===== src/rtl/multicycle_ctrl_pkg.sv =====
// Shared types and encodings for the multicycle ARM-subset control unit:
// FSM states, ALU/cond codes, mux encodings, op classes and the ALU decoder.
package multicycle_ctrl_pkg;

    typedef enum logic [3:0] {
        S_FETCH,
        S_DECODE,
        S_MEMADR,
        S_MEMRD,
        S_MEMWB,
        S_MEMWR,
        S_EXECUTER,
        S_EXECUTEI,
        S_ALUWB,
        S_BRANCH
    } state_t;

    typedef enum logic [3:0] {
        COND_EQ, COND_NE, COND_CS, COND_CC,
        COND_MI, COND_PL, COND_VS, COND_VC,
        COND_HI, COND_LS, COND_GE, COND_LT,
        COND_GT, COND_LE, COND_AL, COND_NV
    } cond_t;

    localparam logic [2:0] ALU_ADD = 3'd0;
    localparam logic [2:0] ALU_SUB = 3'd1;
    localparam logic [2:0] ALU_AND = 3'd2;
    localparam logic [2:0] ALU_ORR = 3'd3;
    localparam logic [2:0] ALU_EOR = 3'd4;

    localparam logic [3:0] CMD_ADD = 4'b0100;
    localparam logic [3:0] CMD_SUB = 4'b0010;
    localparam logic [3:0] CMD_AND = 4'b0000;
    localparam logic [3:0] CMD_ORR = 4'b1100;
    localparam logic [3:0] CMD_CMP = 4'b1010;
    localparam logic [3:0] CMD_EOR = 4'b0001;

    localparam logic [1:0] RES_ALUOUT = 2'b00;
    localparam logic [1:0] RES_RDATA  = 2'b01;
    localparam logic [1:0] RES_ALU    = 2'b10;

    localparam logic [1:0] SRCB_REG  = 2'b00;
    localparam logic [1:0] SRCB_IMM  = 2'b01;
    localparam logic [1:0] SRCB_FOUR = 2'b10;

    localparam logic [1:0] OP_DP  = 2'b00;
    localparam logic [1:0] OP_MEM = 2'b01;
    localparam logic [1:0] OP_BR  = 2'b10;

    typedef struct packed {
        logic [2:0] op;
        logic       supported;
        logic       no_write;
        logic       cv_arith;
    } alu_dec_t;

    // cv_arith marks the ops whose carry/overflow are meaningful (ADD/SUB/CMP).
    function automatic alu_dec_t alu_decode(input logic [3:0] cmd, input logic eor_en);
        alu_dec_t d;
        d = '{op: ALU_ADD, supported: 1'b1, no_write: 1'b0, cv_arith: 1'b0};
        case (cmd)
            CMD_ADD: begin d.op = ALU_ADD; d.cv_arith = 1'b1; end
            CMD_SUB: begin d.op = ALU_SUB; d.cv_arith = 1'b1; end
            CMD_AND: d.op = ALU_AND;
            CMD_ORR: d.op = ALU_ORR;
            CMD_CMP: begin d.op = ALU_SUB; d.no_write = 1'b1; d.cv_arith = 1'b1; end
            CMD_EOR: begin
                if (eor_en) d.op = ALU_EOR;
                else        d.supported = 1'b0;
            end
            default: d.supported = 1'b0;
        endcase
        return d;
    endfunction

endpackage


===== src/rtl/multicycle_control_cond_check.sv =====
// Combinational ARM condition evaluation: cond field + NZCV flags -> cond_ex.
// Kept standalone so a pipelined control unit can reuse it unchanged.
module cond_check
    import multicycle_ctrl_pkg::*;
(
    input  logic [3:0] i_cond,
    input  logic [3:0] i_flags,
    output logic       o_cond_ex
);

    logic w_n, w_z, w_c, w_v, w_ge;

    assign {w_n, w_z, w_c, w_v} = i_flags;
    assign w_ge = (w_n == w_v);

    always_comb begin
        o_cond_ex = 1'b0;
        case (cond_t'(i_cond))
            COND_EQ: o_cond_ex = w_z;
            COND_NE: o_cond_ex = !w_z;
            COND_CS: o_cond_ex = w_c;
            COND_CC: o_cond_ex = !w_c;
            COND_MI: o_cond_ex = w_n;
            COND_PL: o_cond_ex = !w_n;
            COND_VS: o_cond_ex = w_v;
            COND_VC: o_cond_ex = !w_v;
            COND_HI: o_cond_ex = w_c && !w_z;
            COND_LS: o_cond_ex = !w_c || w_z;
            COND_GE: o_cond_ex = w_ge;
            COND_LT: o_cond_ex = !w_ge;
            COND_GT: o_cond_ex = !w_z && w_ge;
            COND_LE: o_cond_ex = w_z || !w_ge;
            COND_AL: o_cond_ex = 1'b1;
            default: o_cond_ex = 1'b0;
        endcase
    end

endmodule


===== src/rtl/multicycle_control.sv =====
// Multicycle ARM-subset control unit: FSM, ALU decode, NZCV register, condition check.
// Optional retired-instruction counter enabled by defining MULTICYCLE_CTRL_PERF_EN.
module multicycle_control
    import multicycle_ctrl_pkg::*;
#(
    parameter int ALU_CTRL_W = 2,
    parameter int PERF_CNT_W = 32
) (
    input  logic                  clk,
    input  logic                  reset,
    input  logic [1:0]            op,
    input  logic [3:0]            cond,
    input  logic [5:0]            funct,
    input  logic [3:0]            rd,
    input  logic [3:0]            alu_flag,
    input  logic                  mem_ready,
    output logic                  mem_req,
    output logic                  adr_src,
    output logic                  ir_write,
    output logic                  pc_write,
    output logic                  reg_write,
    output logic                  mem_write,
    output logic [1:0]            result_src,
    output logic                  alu_src_a,
    output logic [1:0]            alu_src_b,
    output logic [1:0]            imm_src,
    output logic [1:0]            reg_src,
    output logic [ALU_CTRL_W-1:0] alu_control,
    output logic [3:0]            flags,
    output logic [PERF_CNT_W-1:0] instr_retired
);

    localparam logic EOR_EN = (ALU_CTRL_W >= 3);

    state_t   r_state, w_next;
    logic     r_active;
    logic [3:0] r_flags;
    logic     w_cond_ex;
    logic     w_dp_state;
    logic     w_dp_write;
    logic     w_rd_pc;
    logic     w_flag_we;
    logic [2:0] w_alu_op;
    alu_dec_t w_dec;

    cond_check u_cond_check (
        .i_cond    (cond),
        .i_flags   (r_flags),
        .o_cond_ex (w_cond_ex)
    );

    assign w_dec      = alu_decode(funct[4:1], EOR_EN);
    assign w_dp_write = w_dec.supported && !w_dec.no_write;
    assign w_rd_pc    = (rd == 4'd15);
    assign w_alu_op   = w_dp_state ? w_dec.op : ALU_ADD;
    assign alu_control = ALU_CTRL_W'(w_alu_op);

    assign imm_src = op;
    assign reg_src = {op == OP_MEM, op == OP_BR};
    assign flags   = r_flags;

    // r_active stays low through reset and rises on the first edge after release,
    // so every strobe is zero until the first FETCH cycle actually begins.
    always_ff @(posedge clk or negedge reset) begin
        if (!reset) begin
            r_state  <= S_FETCH;
            r_active <= 1'b0;
        end else begin
            // NOTE: state registers use non-blocking assignment so every flop samples pre-edge values.
            r_state  <= w_next;
            r_active <= 1'b1;
        end
    end

    always_comb begin
        // NOTE: every signal gets a default first; a path that skips an assignment would infer a latch.
        w_next     = r_state;
        w_dp_state = 1'b0;
        mem_req    = 1'b0;
        adr_src    = 1'b0;
        ir_write   = 1'b0;
        pc_write   = 1'b0;
        reg_write  = 1'b0;
        mem_write  = 1'b0;
        result_src = RES_ALUOUT;
        alu_src_a  = 1'b0;
        alu_src_b  = SRCB_REG;
        if (r_active) begin
            case (r_state)
                S_FETCH: begin
                    mem_req    = 1'b1;
                    alu_src_a  = 1'b1;
                    alu_src_b  = SRCB_FOUR;
                    result_src = RES_ALU;
                    if (mem_ready) begin
                        ir_write = 1'b1;
                        pc_write = 1'b1;
                        w_next   = S_DECODE;
                    end
                end
                S_DECODE: begin
                    alu_src_a  = 1'b1;
                    alu_src_b  = SRCB_FOUR;
                    result_src = RES_ALU;
                    if (!w_cond_ex) begin
                        w_next = S_FETCH;
                    end else begin
                        case (op)
                            OP_DP:   w_next = funct[5] ? S_EXECUTEI : S_EXECUTER;
                            OP_MEM:  w_next = S_MEMADR;
                            OP_BR:   w_next = S_BRANCH;
                            default: w_next = S_FETCH;
                        endcase
                    end
                end
                S_MEMADR: begin
                    alu_src_b = SRCB_IMM;
                    w_next    = funct[0] ? S_MEMRD : S_MEMWR;
                end
                S_MEMRD: begin
                    mem_req = 1'b1;
                    adr_src = 1'b1;
                    if (mem_ready) w_next = S_MEMWB;
                end
                S_MEMWB: begin
                    result_src = RES_RDATA;
                    reg_write  = 1'b1;
                    pc_write   = w_rd_pc;
                    w_next     = S_FETCH;
                end
                S_MEMWR: begin
                    mem_req   = 1'b1;
                    adr_src   = 1'b1;
                    mem_write = mem_ready;
                    if (mem_ready) w_next = S_FETCH;
                end
                S_EXECUTER: begin
                    w_dp_state = 1'b1;
                    w_next     = S_ALUWB;
                end
                S_EXECUTEI: begin
                    w_dp_state = 1'b1;
                    alu_src_b  = SRCB_IMM;
                    w_next     = S_ALUWB;
                end
                S_ALUWB: begin
                    w_dp_state = 1'b1;
                    result_src = RES_ALUOUT;
                    reg_write  = w_dp_write;
                    pc_write   = w_dp_write && w_rd_pc;
                    w_next     = S_FETCH;
                end
                S_BRANCH: begin
                    alu_src_b  = SRCB_IMM;
                    result_src = RES_ALU;
                    pc_write   = 1'b1;
                    w_next     = S_FETCH;
                end
                default: w_next = S_FETCH;
            endcase
        end
    end

    assign w_flag_we = r_active && w_cond_ex && funct[0] &&
                       ((r_state == S_EXECUTER) || (r_state == S_EXECUTEI));

    always_ff @(posedge clk or negedge reset) begin
        if (!reset) begin
            r_flags <= 4'b0000;
        end else if (w_flag_we) begin
            if (w_dec.supported) r_flags[3:2] <= alu_flag[3:2];
            if (w_dec.cv_arith)  r_flags[1:0] <= alu_flag[1:0];
        end
    end

`ifdef MULTICYCLE_CTRL_PERF_EN
    logic [PERF_CNT_W-1:0] r_retired;

    // Any return to FETCH ends an instruction, including cond-fail and undefined ops.
    always_ff @(posedge clk or negedge reset) begin
        if (!reset) begin
            r_retired <= '0;
        end else if ((r_state != S_FETCH) && (w_next == S_FETCH)) begin
            r_retired <= r_retired + PERF_CNT_W'(1);
        end
    end

    assign instr_retired = r_retired;
`else
    assign instr_retired = '0;
`endif

endmodule


===== config.mk =====
export PLATFORM = sky130hd
export DESIGN_NAME = multicycle_control
export DESIGN_NICKNAME = d
export VERILOG_FILES = /design/src/rtl/multicycle_ctrl_pkg.sv /design/src/rtl/multicycle_control_cond_check.sv /design/src/rtl/multicycle_control.sv
export SDC_FILE = /design/constraint.sdc
export NUM_CORES = 1
export LEC_CHECK = 0
export ABC_AREA = 1
export CELL_PAD_IN_SITES_DETAIL_PLACEMENT = 1
export CELL_PAD_IN_SITES_GLOBAL_PLACEMENT = 2
export CORE_MARGIN = 2
export CORE_UTILIZATION = 17
export DETAILED_ROUTE_END_ITERATION = 12
export PLACE_DENSITY = 0.9
export SKIP_CTS_REPAIR_TIMING = 1
export SLEW_MARGIN = 20
export SYNTH_ARGS = -nofsm -noshare
export SYNTH_HDL_FRONTEND = slang
export SYNTH_SLANG_ARGS = --single-unit

===== constraint.sdc =====
create_clock -name clk -period 1.8 [get_ports clk]
set_input_delay 0.27 -clock clk [delete_from_list [all_inputs] [get_ports clk]]
set_output_delay 0.27 -clock clk [all_outputs]
set_load 0.1 [all_outputs]

==> impl_metrics.json <==
{
  "avgSynthCellArea_um2": 6.04,
  "hold_path.class": "in -> async",
  "required_ns": 1.53,
  "vias": 1409,
  "yosysSeqAreaShare_pct": 18.0,
  "start_util_pct": 17.4,
  "worstPathArrival_ns": 1.61,
  "postRouteAntennaNets": 0,
  "drt_iter0_drc": 43,
  "cts_buffers": 3,
  "clockBufferDepth": 2,
  "ys_ff_latch": 9,
  "p_leak_nw": 1.05,
  "gp_congestion": 0.772,
  "setup_ws_ns": -0.0750,
  "portBuffers": 43,
  "layout_commonest_cell": "nand2_1",
  "critical_path_class": "reg -> out",
  "regArea_um2": 234,
  "slew_violations": 0,
  "ys_warn_count": 0,
  "firstDrtPassIters": 4,
  "core_area_um2": 7180,
  "die-height_um": 89.8,
  "period_needed_ns": 1.88,
  "dieArea_um2": 8060,
  "worst_setup_path_end_kind": "output port",
  "area_delta_synth_final_pct": 80.6,
  "drcViolationCount": 0,
  "power_mw": 2.73,
  "ff2ff_setup_slack_ns": 0.15,
  "n_fill_cell": 862,
  "cts.sinks": 9,
  "timing.fmax_mhz": 533,
  "grt_overflow_total": 0,
  "final_cell_mix": "62 x nand2_1, 33 x conb_1, 21 x buf_12, 21 x buf_4, 18 x clkdlybuf4s50_1",
  "grt_pass1_wl_um": 6490,
  "hpwl_um": 3330,
  "synth_cells": 207,
  "nets": 294,
  "drive_gt1_share_pct": 38.5,
  "yosys-top-cells-area": "buf_4 21%, nand2_1 19%, dfrtp_1 18%",
  "rsz0062_at_grt": "true",
  "first_global_vias": 1400,
  "ys_types": 25,
  "finClkSkew_ns": 0.00912,
  "row_count": 31,
  "status": "complete, but fails checks",
  "die_w_um": 89.8,
  "vdd_drop_max_mv": 1.20,
  "fin_area_um2": 2260,
  "yosys.area.top_type": "buf_4",
  "syn_area_um2": 1250,
  "placed_area_um2": 2050,
  "cp_max_fo": 5,
  "ioPinCount": 76,
  "start_kind": "flip-flop",
  "viasPerCell": 3.82,
  "hold_viol": 0,
  "finalCritPeriodShare_pct": 104,
  "cts_tree": "built",
  "power_density_nw_per_um2": 1210,
  "finalSetupViolCount": 5,
  "grt.total_usage_pct": 9.54,
  "num_antenna_cells": 0,
  "grt_max_degree": 11,
  "clk_pin_slew_ns": 0.05,
  "clock_latency_ns": 0.24,
  "root_buffer": "clkbuf_8",
  "violations": "negative setup slack",
  "htreeDepth": 1,
  "wl_per_cell_um": 11.0,
  "multi_input_area_um2": 941,
  "antenna_found_initial": 0,
  "max_cap_violations": 0,
  "drt-total-wl_um": 4050,
  "yosysTopAreaCellShare_pct": 21.0
}
[worst max-delay path, cell delays in order (launching register included)]
cell and delay [ns]:
dfrtp_2 0.46, nor2_4 0.16, inv_4 0.06, nor2_4 0.17, o21ai_4 0.09, a211oi_4 0.21
buf_12 0.21
[worst paths after layout]
path                                 start              to  cells after the start
worst max-delay path            r_state[3]  alu_control[1]                      6
worst min-delay path                 reset      r_state[0]                      1
worst max register to register    r_active        flags[1]                      7
worst min register to register    flags[1]        flags[1]                      2
max in group asynchronous            reset        flags[3]                      1
min in group clk                  funct[4]        flags[0]                      5
[Yosys cell counts]
| cell | n |
|---|---|
| nand2_1 | 63 |
| dfrtp_1 | 9 |
| inv_2 | 7 |
| nand3_1 | 12 |
| conb_1 | 2 |
| inv_1 | 19 |
| a21oi_1 | 5 |
| a21oi_2 | 1 |
| buf_6 | 1 |
| nor2_2 | 3 |
| nand2_2 | 2 |
| a31oi_1 | 2 |
| a211oi_1 | 1 |
| nor2_1 | 20 |
| nand4_1 | 5 |
| nor3_4 | 1 |
| o21ai_2 | 2 |
| o21ai_0 | 5 |
| nand3_4 | 1 |
| o31ai_2 | 1 |
| or2_2 | 2 |
| nor3_1 | 4 |
| nand3b_1 | 1 |
| nand3_2 | 3 |
| buf_4 | 35 |
[layout make-up]
| cell class | instances | share of cell area, % |
|---|---|---|
| Tap cell | 99 | 5.48 |
| Multi-Input combinational cell | 167 | 41.6 |
| Clock buffer | 4 | 1.99 |
| Inverter | 26 | 4.76 |
| Sequential cell | 9 | 10.4 |
| Timing Repair Buffer | 64 | 35.8 |
[report_power, final]
group	internal [mW]	total, mW	switching (mW)
sequential	0.246	0.301	0.0558
combinational	0.676	2.19	1.51
clock	0.155	0.241	0.0857
total	1.08	2.73	1.65
[flip-flops by register name (all words and copies together), names as in the netlist]
| signal | cells |
|---|---|
| r_active | 1 |
| r_state | 4 |
| flags | 4 |
[cells by family after synthesis]
family / count (synthesis) / share of synthesized area [%]
AOI/OAI and AO/OA: 17 / 8.70
buffers and inverters: 62 / 29.7
DFF: 9 / 18.0
other: 2 / 0.600
and+or+nand+nor: 117 / 43.0
[per-layer routing]
layer  global-route usage [%]  vias to the layer above  wire length (um)
met5                        0                        -                 0
met4                    0.897                        0                 0
met3                     2.01                        0               183
met2                     17.6                       39              2200
met1                     11.8                      663              1660
li1                         -                      707                 -
[through the flow]
stage	TNS [ns]	hold WS, ns	utilization, %	std cells	setup slack [ns]
CTS	-1.34	0.361	29.3	361	-0.263
global placement	-1.01	0.532	28.6	357	-0.227
detailed placement	-1.36	0.546	28.6	357	-0.258
finish	-0.208	0.344	31.5	369	-0.0750
floorplan	-1.90	-0.0256	-	238	-0.342
global route	-0.868	0.367	31.5	369	-0.154
No activity file was read; power rests on OpenSTA's default activity.
==> RTL change 1 (config.mk and constraints unchanged) <==
Change the parameter `PERF_CNT_W` from 32 to 48.
--- a/src/rtl/multicycle_control.sv
+++ b/src/rtl/multicycle_control.sv
@@ -4,7 +4,7 @@
     import multicycle_ctrl_pkg::*;
 #(
     parameter int ALU_CTRL_W = 2,
-    parameter int PERF_CNT_W = 32
+    parameter int PERF_CNT_W = 48
 ) (
     input  logic                  clk,
     input  logic                  reset,
Ports: changed (resized instr_retired); port bits go from 76 to 92. No check against the original RTL was run, so the function may have changed too.
==> RTL change 1 against the unedited design <==
The run still ends with negative setup slack left; clock skew down 0.0058 ns; critical path depth did not move; cell area up 3.7%; power increased by 8.2%; wire length up 10%; via count increased by 4.8%; non-clock buffer count increased by 1; sequential cell count is the same; register-to-register slack better by 0.07 ns; setup slack lost 0.0021 ns; global-route usage down 0.42 points; synthesized area up 9.6%; die area grew 9.2%; largest cell class unchanged.
==> RTL change 1: results (changes against the unedited design) <==
| Metric | Value |
|---|---|
| Top Layer Used | met4 (was met3) |
| Clock-pin slew on the worst setup and hold paths | 0.05 ns (about the same) |
| DP Worst Slack | -0.295 ns (was -0.258 ns) |
| Worst Reg-to-Reg Cells | 9 (was 7) |
| Detailed-route via count | 1476 (was 1409) |
| Metal2 WL | 2520 um (was 2200 um) |
| Final setup violation count | 6 (was 5) |
| Synth area leaders | buf_4, nand2_1, dfrtp_1, nor2_1, inv_1 (unchanged) |
| Ys Warns | 0 (unchanged) |
| Global routing usage on met1 | 10.8% (was 11.8%) |
| Met2 Use GR | 17.1% (was 17.6%) |
| Nets | 311 (was 294) |
| EDFF count, synth | 0 (unchanged) |
| Failing checks | negative setup slack (unchanged) |
| Detailed placement HPWL | 3500 um (was 3330 um) |
| Synth cell types | 25 (unchanged) |
| Drt pass-1 iters | 4 (unchanged) |
| Static leakage | 1.12 nW (was 1.05 nW) |
| GRT Util Overall | 9.12% (was 9.54%) |
| Fin crit period | 1.88 ns (about the same) |
| Outcome | finished with violations (unchanged) |
| First-pass GRT wire length | 6550 um (was 6490 um) |
| Sequential share of the synthesized area | 16.4% (was 18.0%) |
| Share of cells above drive strength 1 | 37.3% (was 38.5%) |
| PwrDens | 1260 nW/um^2 (was 1210 nW/um^2) |
| Peak supply drop | 1.33 mV (was 1.20 mV) |
| Crit. Startpoint | r_state[3] (unchanged) |
| Skew final | 0.00328 ns (was 0.00912 ns) |
| Filler cells | 964 (was 862) |
| Drt total wl | 4450 um (was 4050 um) |
| Diode count | 0 (unchanged) |
| Worst-Margin Slew | slightly above 0.5 ns |
| DP Cell Count | 377 (was 357) |
| GRT Max-Usage Layer | met2 (unchanged) |
| Number of global-route vias before repair | 1373 (was 1400) |
| Final WS setup | -0.0771 ns (was -0.0750 ns) |
| Dominant synthesized flop cell | dfrtp_1 (unchanged) |
| Worst reg2reg setup slack | 0.22 ns (was 0.15 ns) |
| Delay of the slowest cell on the worst path | 0.46 ns (about the same) |
| GRT overflow | 0 (unchanged) |
| Hold Worst Slack | 0.366 ns (was 0.344 ns) |
| CP arrival | 1.61 ns (about the same) |
| Top post-synthesis cells by count | nand2_1, buf_4, nor2_1 (unchanged) |
| Post-Place Cell Area | 2130 um^2 (was 2050 um^2) |
| WL per Instance | 11.4 um (was 11.0 um) |
| GP Congestion | 0.751 (was 0.772) |
| Crit-path max FO | 5 (unchanged) |
| DRT iter0 DRCs | 30 (was 43) |
| Final TNS setup | -0.249 ns (was -0.208 ns) |
| Reg-to-reg endpoint | flags[0] (was flags[1]) |
| Number of CTS-inserted buffers | 3 (unchanged) |
| WL met1 | 1720 um (was 1660 um) |
| Met3 usage | 1.85% (was 2.01%) |
| Mapped Cells | 223 (was 207) |
| Worst-Skew Late Latency | 0.24 ns (about the same) |
| Met3 wire length | 187 um (was 183 um) |
[RTL change 1: cell count changes in the layout (fill, tap and decap cells not counted), sizes merged]
cell / delta
buf: +1
clkdlybuf4s50: -2
conb: +16
dlymetal6s2s: +2
[RTL change 1: cells by family after synthesis]
| logic type | share of synthesized area (%) |
|---|---|
| flip-flops | 16.4 |
| AO/OA/AOI/OAI | 7.94 |
| buffers and inverters | 35.9 |
| other | 0.548 |
| AND/OR/NAND/NOR | 39.2 |
[RTL change 1: cell type report]
| type | count | share of cell area [%] |
|---|---|---|
| sequential | 9 | 9.98 |
| timing repair buffer | 65 | 35.2 |
| inverter | 26 | 4.81 |
| multi-input combinational | 183 | 42.7 |
| clock buffer | 4 | 1.92 |
| tap | 102 | 5.45 |
[RTL change 1: where the power goes]
| part | switching, mW | total (mW) | internal (mW) |
|---|---|---|---|
| Sequential | 0.0582 | 0.304 | 0.246 |
| Clock | 0.0973 | 0.253 | 0.156 |
| Combinational | 1.69 | 2.39 | 0.704 |
| Total | 1.84 | 2.95 | 1.11 |
==> RTL change 2 (same settings) <==
Made on the original files. Put one more register stage on the output `flags`, cleared by the reset. The value now appears one clock later. The other outputs are not delayed to match. Comments in the files are not updated.
--- a/src/rtl/multicycle_control.sv
+++ b/src/rtl/multicycle_control.sv
@@ -57,7 +57,13 @@
 
     assign imm_src = op;
     assign reg_src = {op == OP_MEM, op == OP_BR};
-    assign flags   = r_flags;
+    always_ff @(posedge clk or negedge reset) begin
+        if (!reset) begin
+            flags <= '0;
+        end else begin
+            flags <= r_flags;
+        end
+    end
 
     // r_active stays low through reset and rises on the first edge after release,
     // so every strobe is zero until the first FETCH cycle actually begins.
Behaviour: not the same (a bounded check fails within 10 cycles, from zero or initial values and one cycle with reset low).
==> RTL change 2 against the unedited design <==
The run still ends with negative setup slack left; sequential cell count rose by 4; count of clock-buffer cells in the layout did not move; synthesized area rose by 8.0%; setup slack got worse by 0.011 ns; cell area rose by 4.2%; wire length rose by 0.42%; power rose by 5.4%; die area rose by 7.6%; critical path type unchanged; critical endpoint is now alu_src_b[0].
==> RTL change 2: results (changes against the unedited design) <==
| Metric | Value |
|---|---|
| Outcome | finished with violations (unchanged) |
| Failing checks | negative setup slack (unchanged) |
| Drt pass-1 iters | 4 (unchanged) |
| Number of global-route vias before repair | 1437 (was 1400) |
| Hold/Removal Path Class | input pin to asynchronous set/reset pin (unchanged) |
| Mapped Cells | 211 (was 207) |
| Largest net degree at the start of global routing | 14 (was 11) |
| Area of the multi-input gates | 957 um^2 (was 941 um^2) |
| Drt total wl | 4060 um (was 4050 um) |
| Synth cell types | 25 (unchanged) |
| DP Cell Count | 366 (was 357) |
| Max_slew headroom | between 60 and 70% |
| Sequential share of the synthesized area | 24.1% (was 18.0%) |
| DRT iter0 DRCs | 36 (was 43) |
| Skew final | 0.00379 ns (was 0.00912 ns) |
| GP Congestion | 0.764 (was 0.772) |
| Peak supply drop | 0.523 mV (was 1.20 mV) |
| Synth area leaders | dfrtp_1, buf_4, nand2_1, nor2_1, inv_1 (was buf_4, nand2_1, dfrtp_1, nor2_1, inv_1) |
| Post-Place Cell Area | 2120 um^2 (was 2050 um^2) |
| GRT Util Overall | 9.31% (was 9.54%) |
| Final WS setup | -0.0856 ns (was -0.0750 ns) |
| I/O Buffers | 43 (unchanged) |
| Crit-path max FO | 3 (was 5) |
| Crit. Startpoint | r_state[2] (was r_state[3]) |
| Switching share of power | 58.4% (was 60.5%) |
| Top post-synthesis cells by count | nand2_1, buf_4, nor2_1 (unchanged) |
| CTS H-tree depth | 1 (unchanged) |
| Nets | 301 (was 294) |
| Reg-to-Reg Start | r_active (unchanged) |
| Static leakage | 1.13 nW (was 1.05 nW) |
| First-pass GRT wire length | 6690 um (was 6490 um) |
| WL per Instance | 10.7 um (was 11.0 um) |
| Top flop regs | flags x4, r_flags x4, r_state x4 |
| Share of cells above drive strength 1 | 38.6% (was 38.5%) |
| Detailed placement HPWL | 3330 um (about the same) |
| CTS Root Buffer Type | clkbuf_8 (unchanged) |
| PwrDens | 1220 nW/um^2 (was 1210 nW/um^2) |
| Via-to-Cell Ratio | 3.80 (was 3.82) |
| Final setup violation count | 6 (was 5) |
| Filler cells | 924 (was 862) |
[RTL change 2: cell count changes after synthesis, sizes merged]
cell,unedited run,this run
dfrtp,9,13
[RTL change 2: cell type report]
| class | count | share of cell area [%] |
|---|---|---|
| multi-input cells | 167 | 40.7 |
| flip-flops and latches | 13 | 14.0 |
| well taps | 102 | 5.42 |
| repair buffers | 67 | 33.4 |
| inverters | 26 | 4.57 |
| clock buffers | 4 | 1.91 |
[RTL change 2: power groups by stage]
stage | sequential (mW) | clock [mW] | combinational [mW]
detailed placement | 0.386 | 0 | 2.03
global route | 0.407 | 0.285 | 2.34
finish | 0.400 | 0.256 | 2.22
floorplan | 0.418 | 0 | 1.43
global placement | 0.384 | 0 | 2.02
CTS | 0.382 | 0.270 | 2.04
[RTL change 2: stage by stage]
stage	TNS [ns]	setup slack, ns
finish	-0.223	-0.0856
global route	-0.873	-0.162
CTS	-1.72	-0.295
detailed placement	-1.99	-0.294
global placement	-1.28	-0.247
floorplan	-1.90	-0.342
[RTL change 2: cell families after synthesis]
group,synth area share [%]
buffers and inverters,27.5
AND/OR/NAND/NOR,39.8
flip-flops,24.1
other,0.556
AO/OA/AOI/OAI,8.06
[RTL change 2: final timing paths]
kind / to / slack [ns] / cells after the start
hold / removal: r_flags[1] / 0.40 / 1
hold reg to reg: flags[1] / 0.45 / 0
min in group clk: flags[1] / 0.45 / 0
max in group asynchronous: r_state[1] / 0.99 / 1
setup reg to reg: r_flags[0] / 0.16 / 6
setup / recovery: alu_src_b[0] / -0.09 / 8
[RTL change 2: routing by layer]
metal | wire length, um | vias to the layer above | track usage [%] | part of all wire (%)
met5 | 0 | - | 0 | 0
met3 | 219 | 0 | 2.34 | 5.4
met2 | 2120 | 39 | 16.7 | 52
met4 | 0 | 0 | 0.735 | 0
li1 | - | 723 | - | -
met1 | 1720 | 680 | 11.7 | 42
